`config.mk`:
```
export PLATFORM = sky130hd
export DESIGN_NAME = lsu_mem_stage
export DESIGN_NICKNAME = d
export VERILOG_FILES = /design/src/rtl/lsu_pkg.sv /design/src/rtl/lsu_load_align.sv /design/src/rtl/lsu_mem_stage.sv
export SDC_FILE = /design/constraint.sdc
export NUM_CORES = 1
export LEC_CHECK = 0
export CAP_MARGIN = 20
export CORE_AREA = 2 2 112 93
export DETAILED_ROUTE_END_ITERATION = 8
export DIE_AREA = 0 0 114 95
export DONT_BUFFER_PORTS = 1
export GPL_TIMING_DRIVEN = 0
export PLACE_DENSITY_LB_ADDON = 0.15
export SKIP_LAST_GASP = 1
export SLEW_MARGIN = 20
export SYNTH_ARGS = -nofsm -noshare
export SYNTH_HDL_FRONTEND = slang
export SYNTH_SLANG_ARGS = --single-unit
```
`constraint.sdc`:
```
create_clock -name clk -period 3.8 [get_ports clk]
set_clock_uncertainty 0.2 [all_clocks]
set_input_delay 0.19 -clock clk [delete_from_list [all_inputs] [get_ports clk]]
set_output_delay 0.19 -clock clk [all_outputs]
set_load 0.01 [all_outputs]
```
`src/rtl/lsu_pkg.sv`:
```
// Shared types and constants for the load/store memory stage: FSM states,
// RISC-V funct3 size/sign codes, byte-enable patterns and a legality helper.
package lsu_pkg;

    typedef enum logic [1:0] {
        S_IDLE  = 2'd0,
        S_REQ   = 2'd1,
        S_DONE  = 2'd2,
        S_FAULT = 2'd3
    } lsu_state_t;

    localparam logic [2:0] F3_LB  = 3'b000;
    localparam logic [2:0] F3_LH  = 3'b001;
    localparam logic [2:0] F3_LW  = 3'b010;
    localparam logic [2:0] F3_LBU = 3'b100;
    localparam logic [2:0] F3_LHU = 3'b101;
    localparam logic [2:0] F3_SB  = 3'b000;
    localparam logic [2:0] F3_SH  = 3'b001;
    localparam logic [2:0] F3_SW  = 3'b010;

    localparam logic [3:0] BE_BYTE    = 4'b0001;
    localparam logic [3:0] BE_HALF_LO = 4'b0011;
    localparam logic [3:0] BE_HALF_HI = 4'b1100;
    localparam logic [3:0] BE_WORD    = 4'b1111;

    function automatic logic funct3_legal(input logic is_store, input logic [2:0] f3);
        if (is_store)
            return (f3 == F3_SB) || (f3 == F3_SH) || (f3 == F3_SW);
        return (f3 == F3_LB) || (f3 == F3_LH) || (f3 == F3_LW) ||
               (f3 == F3_LBU) || (f3 == F3_LHU);
    endfunction

endpackage

```
`src/rtl/lsu_load_align.sv`:
```
// Combinational load aligner: shifts the addressed bytes down to bit 0 and
// sign- or zero-extends them according to funct3.
module lsu_load_align
    import lsu_pkg::*;
(
    input  logic [31:0] mem_rdata,
    input  logic [2:0]  funct3,
    input  logic [1:0]  addr_lo,
    output logic [31:0] load_data
);

    logic [31:0] shifted;

    always_comb begin
        shifted = mem_rdata >> {addr_lo, 3'b000};
        case (funct3)
            F3_LB:   load_data = {{24{shifted[7]}}, shifted[7:0]};
            F3_LH:   load_data = {{16{shifted[15]}}, shifted[15:0]};
            F3_LBU:  load_data = {24'd0, shifted[7:0]};
            F3_LHU:  load_data = {16'd0, shifted[15:0]};
            default: load_data = shifted;
        endcase
    end

endmodule

```
`src/rtl/lsu_mem_stage.sv`:
```
// Load/store memory stage: one word-aligned request with byte enables per op,
// ready handshake, extended load data. Define LSU_MISALIGN_FAULT_EN to fault
// misaligned halfword/word accesses instead of forcing natural alignment.
module lsu_mem_stage
    import lsu_pkg::*;
#(
    parameter int ADDR_W = 32
) (
    input  logic              clk,
    input  logic              rst,
    input  logic              start,
    input  logic              we,
    input  logic [2:0]        funct3,
    input  logic [ADDR_W-1:0] addr,
    input  logic [31:0]       wdata,
    output logic              busy,
    output logic              done,
    output logic [31:0]       rdata,
    output logic              fault,
    output logic              mem_req,
    output logic              mem_we,
    output logic [ADDR_W-1:0] mem_addr,
    output logic [3:0]        mem_be,
    output logic [31:0]       mem_wdata,
    input  logic              mem_ready,
    input  logic [31:0]       mem_rdata
);

    lsu_state_t  state_reg, state_next;
    logic [2:0]  funct3_reg;
    logic [1:0]  addr_lo_reg;
    logic [1:0]  addr_lo_eff;
    logic        op_fault;
    logic        accept, reject, complete;
    logic [3:0]  be_next;
    logic [31:0] wdata_lanes;
    logic [31:0] load_value;

    // Decode of the incoming op; only meaningful while IDLE samples start.
    always_comb begin
        case (funct3[1:0])
            2'b01:   addr_lo_eff = {addr[1], 1'b0};
            2'b10:   addr_lo_eff = 2'b00;
            default: addr_lo_eff = addr[1:0];
        endcase
`ifdef LSU_MISALIGN_FAULT_EN
        op_fault = !funct3_legal(we, funct3) ||
                   ((funct3[1:0] == 2'b01) && addr[0]) ||
                   ((funct3[1:0] == 2'b10) && (addr[1:0] != 2'b00));
`else
        op_fault = !funct3_legal(we, funct3);
`endif
        case (funct3[1:0])
            2'b00:   be_next = BE_BYTE << addr_lo_eff;
            2'b01:   be_next = addr_lo_eff[1] ? BE_HALF_HI : BE_HALF_LO;
            default: be_next = BE_WORD;
        endcase
    end

    for (genvar gi = 0; gi < 4; gi++) begin : g_lane
        assign wdata_lanes[8*gi +: 8] = (funct3[1:0] == 2'b00) ? wdata[7:0] :
                                        (funct3[1:0] == 2'b01) ? wdata[8*(gi%2) +: 8] :
                                                                 wdata[8*gi +: 8];
    end

    assign accept   = (state_reg == S_IDLE) && start && !op_fault;
    assign reject   = (state_reg == S_IDLE) && start && op_fault;
    assign complete = (state_reg == S_REQ) && mem_ready;

    always_ff @(posedge clk or posedge rst) begin
        if (rst) state_reg <= S_IDLE;
        else     state_reg <= state_next;
    end

    always_comb begin
        state_next = state_reg;
        case (state_reg)
            S_IDLE:  if (start) state_next = op_fault ? S_FAULT : S_REQ;
            S_REQ:   if (mem_ready) state_next = S_DONE;
            default: state_next = S_IDLE;
        endcase
    end

    always_comb begin
        busy = ((state_reg == S_IDLE) && start) || (state_reg == S_REQ);
    end

    lsu_load_align u_load_align (
        .mem_rdata (mem_rdata),
        .funct3    (funct3_reg),
        .addr_lo   (addr_lo_reg),
        .load_data (load_value)
    );

    // Memory-side outputs are loaded on accept and held untouched through REQ.
    always_ff @(posedge clk or posedge rst) begin
        if (rst) begin
            done        <= 1'b0;
            fault       <= 1'b0;
            rdata       <= '0;
            mem_req     <= 1'b0;
            mem_we      <= 1'b0;
            mem_addr    <= '0;
            mem_be      <= '0;
            mem_wdata   <= '0;
            funct3_reg  <= '0;
            addr_lo_reg <= '0;
        end else begin
            done  <= (state_next == S_DONE) || (state_next == S_FAULT);
            fault <= (state_next == S_FAULT);
            if (accept) begin
                mem_req     <= 1'b1;
                mem_we      <= we;
                mem_addr    <= {addr[ADDR_W-1:2], 2'b00};
                mem_be      <= be_next;
                mem_wdata   <= wdata_lanes;
                funct3_reg  <= funct3;
                addr_lo_reg <= addr_lo_eff;
            end
            if (reject)
                rdata <= '0;
            if (complete) begin
                mem_req <= 1'b0;
                mem_we  <= 1'b0;
                if (!mem_we)
                    rdata <= load_value;
            end
        end
    end

endmodule

```
==> results.cfg <==
[run_status]
outcome = complete, no violations

[worst_setup_path]
crit_start = funct3[1]
crit_path_end_kind = register
required_ps = 3830
max_stage_delay_ps = 610
start_kind = input pin
r2r_start = done
path_cells = dlygate4sd3_1 > inv_1 > ha_1 > buf_4 > clkbuf_1 > mux2i_1 > dlygate4sd3_1 > nor2_1 > a21oi_1 > o21ai_0
path_common_cell = dlygate4sd3_1
crit_slowest_cell = dlygate4sd3_1
worstPathArrival_ps = 2780
cp_max_fo = 10
crit_type = input pin to register

[power_and_ir_drop]
power.density_nw_per_um2 = 744
p_leak_nw = 3.06
ir_worst_vdd_mv = 0.379

[routing]
drc_errors = 0
dr.pass1.iters = 5
totalWireLength_um = 15200
final_antenna_net_count = 0
vias = 4520
initialDrtViolationCount = 298
vias_per_cell = 5.70
wire_per_inst_um = 19.2

[clocking]
clock_latency_ps = 340
clockBufferDepth = 2
htreeDepth = 3
clkTransAtPathRegs_ps = 80
tritoncts = done
cts_sinks = 108
cts_root_buf = clkbuf_16
cts_buffers = 9

[timing]
rsz0062_at_grt = no
finalHoldViolations = 0
period_minus_slack_ps = 2750
fmax_mhz = 364
slew-limit-headroom = 0.258
slew_viol_final = 0
finalSetupViolCount = 0
hold_ws_ps = 9.62
worstMarginPinSlew_ps = 1110
min_period_over_period = 0.724

[global_route]
grt_pass1_vias = 4642
grt_pass1_wl_um = 24000
antenna_found_initial = 0
grt_max_degree = 79
grtUsageTotal = 0.287
overflow = 0

[placed_design]
port-buffer-count = 0
gp_congestion = 0.877
post-dp-hpwl_um = 10200

[floorplan]
core_area_um2 = 9830
die_area_um2 = 10800
die_x_um = 114
ios = 209
placementRows = 33
start_util = 0.530
die-height_um = 95

[synthesis]
async_reset_ff_frac = 1.00
ys_ff_latch = 108
yosys-top-cells-area = dfrtp_1 (52%), nand2_1 (13%), mux2i_1 (7.7%)
ys_warn_count = 0
synthesis.area_um2 = 5210
syn_area_per_cell_um2 = 9.15
ys_types = 38
seq_area_frac_synth = 0.519
netlist_instances = 569
ys_dominant_reg_cell = dfrtp_1
synth_top_area_frac = 0.519
yosysTopAreaCell = dfrtp_1
synth_enable_flop_cells = 0

[final_layout]
drive_above_1_share = 0.0864
reg_top3 = mem_wdata x32, rdata x32, mem_addr x30
antenna_cells = 0
syn_to_final_growth_pct = 25.7
fin_util = 0.666
fin_nets = 773

[flow_run]
cap_violations = 0

[worst_hold_path]
min_path_type = input pin to register
hp-start = wdata[15]
[layout make-up]
class	instances	area [um2]
clock inverter	5	67.6
sequential	108	2700
clock buffer	11	243
inverter	6	27.5
timing repair buffer	85	868
fill	795	3280
tap	122	153
multi-input combinational	411	2240
buffer	45	246
[stage by stage]
| stage | setup TNS [ps] | cell area [um2] | worst slack [ps] | cells | power (W) |
|---|---|---|---|---|---|
| 2_1_floorplan | 0 | 5210 | 564 | 570 | 0.00336 |
| 3_3_place_gp | -48810 | 5370 | -460 | 692 | 0.00373 |
| 3_5_place_dp | 0 | 5400 | 1490 | 693 | 0.00380 |
| 4_1_cts | 0 | 6550 | 1170 | 793 | 0.00486 |
| 5_1_grt | 0 | 6550 | 872 | 793 | 0.00520 |
| 6_report | 0 | 6550 | 1050 | 793 | 0.00488 |
[cells in the mapped netlist (2+ instances only)]
cell and instances:
ha_1 3, nor2b_1 3, a211oi_1 7, nand2_1 176
buf_6 5, a31oi_1 3, mux2_2 8, inv_1 6
a211oi_2 2, dfrtp_1 108, nor2_1 27, clkbuf_1 16
o22ai_1 8, a22oi_1 17, o21ai_0 65, buf_4 5
o21bai_1 2, buf_1 2, a21oi_1 26, nand3b_1 8
buf_2 15, clkbuf_2 2, mux2i_1 40
[critical path: cells and delay by family]
kind            cells  cell delay, ps
fa+ha+maj           1             150
mux                 1             290
compound gates      2             210
buf+inv             5            1890
simple gates        1              50
[timing repair]
item,4_1_cts,5_1_grt
hold endpoints to repair,193,0
hold buffers,84,0
gates resized for setup,0,0
setup buffers,0,0
[placed cells by master, fill, tap and decap left out, types with 9 or more instances in the layout]
cell           synthesis  final
nand2_1              176    176
dfrtp_1              108    108
dlygate4sd3_1          0     84
o21ai_0               65     65
mux2i_1               40     40
nor2_1                27     27
a21oi_1               26     26
clkbuf_1              16     17
a22oi_1               17     17
buf_2                 15     15
clkbuf_16              0      9
[worst paths after layout]
path / slack, ps / depth (start not counted) / endpoint
max: 1050 / 10 / mem_wdata[27]
min: 10 / 4 / mem_wdata[31]
max reg2reg: 1230 / 8 / mem_we
min reg2reg: 350 / 2 / mem_addr[28]
max in group asynchronous: 2620 / 3 / rdata[31]
min in group asynchronous: 100 / 2 / mem_addr[6]
[logic make-up (layout without fill, tap and decap cells)]
group	count (synthesis)	count (layout)	synth area share
AO/OA/AOI/OAI	132	132	0.146
XOR/XNOR	1	1	0.00168
adder cells (fa/ha/maj)	3	3	0.00721
buffers and inverters	51	152	0.0516
flip-flops	108	108	0.519
multiplexers	49	49	0.0985
other	1	2	0.000720
AND/OR/NAND/NOR	224	224	0.175
[report_power, final]
part	total [W]	internal (W)	switching (W)	leakage, nW
sequential	0.00241	0.00171	0.000696	1.34
combinational	0.00149	0.000615	0.000878	1.57
clock	0.000973	0.000540	0.000433	0.152
total	0.00488	0.00287	0.00201	3.06
[layer usage]
metal,part of all wire,wire [um],track usage
met1,0.41,6190,0.359
met2,0.50,7590,0.491
met3,0.077,1170,0.0802
met4,0.018,276,0.0833
met5,0,0,0
Power figures use the tool's default switching activity.
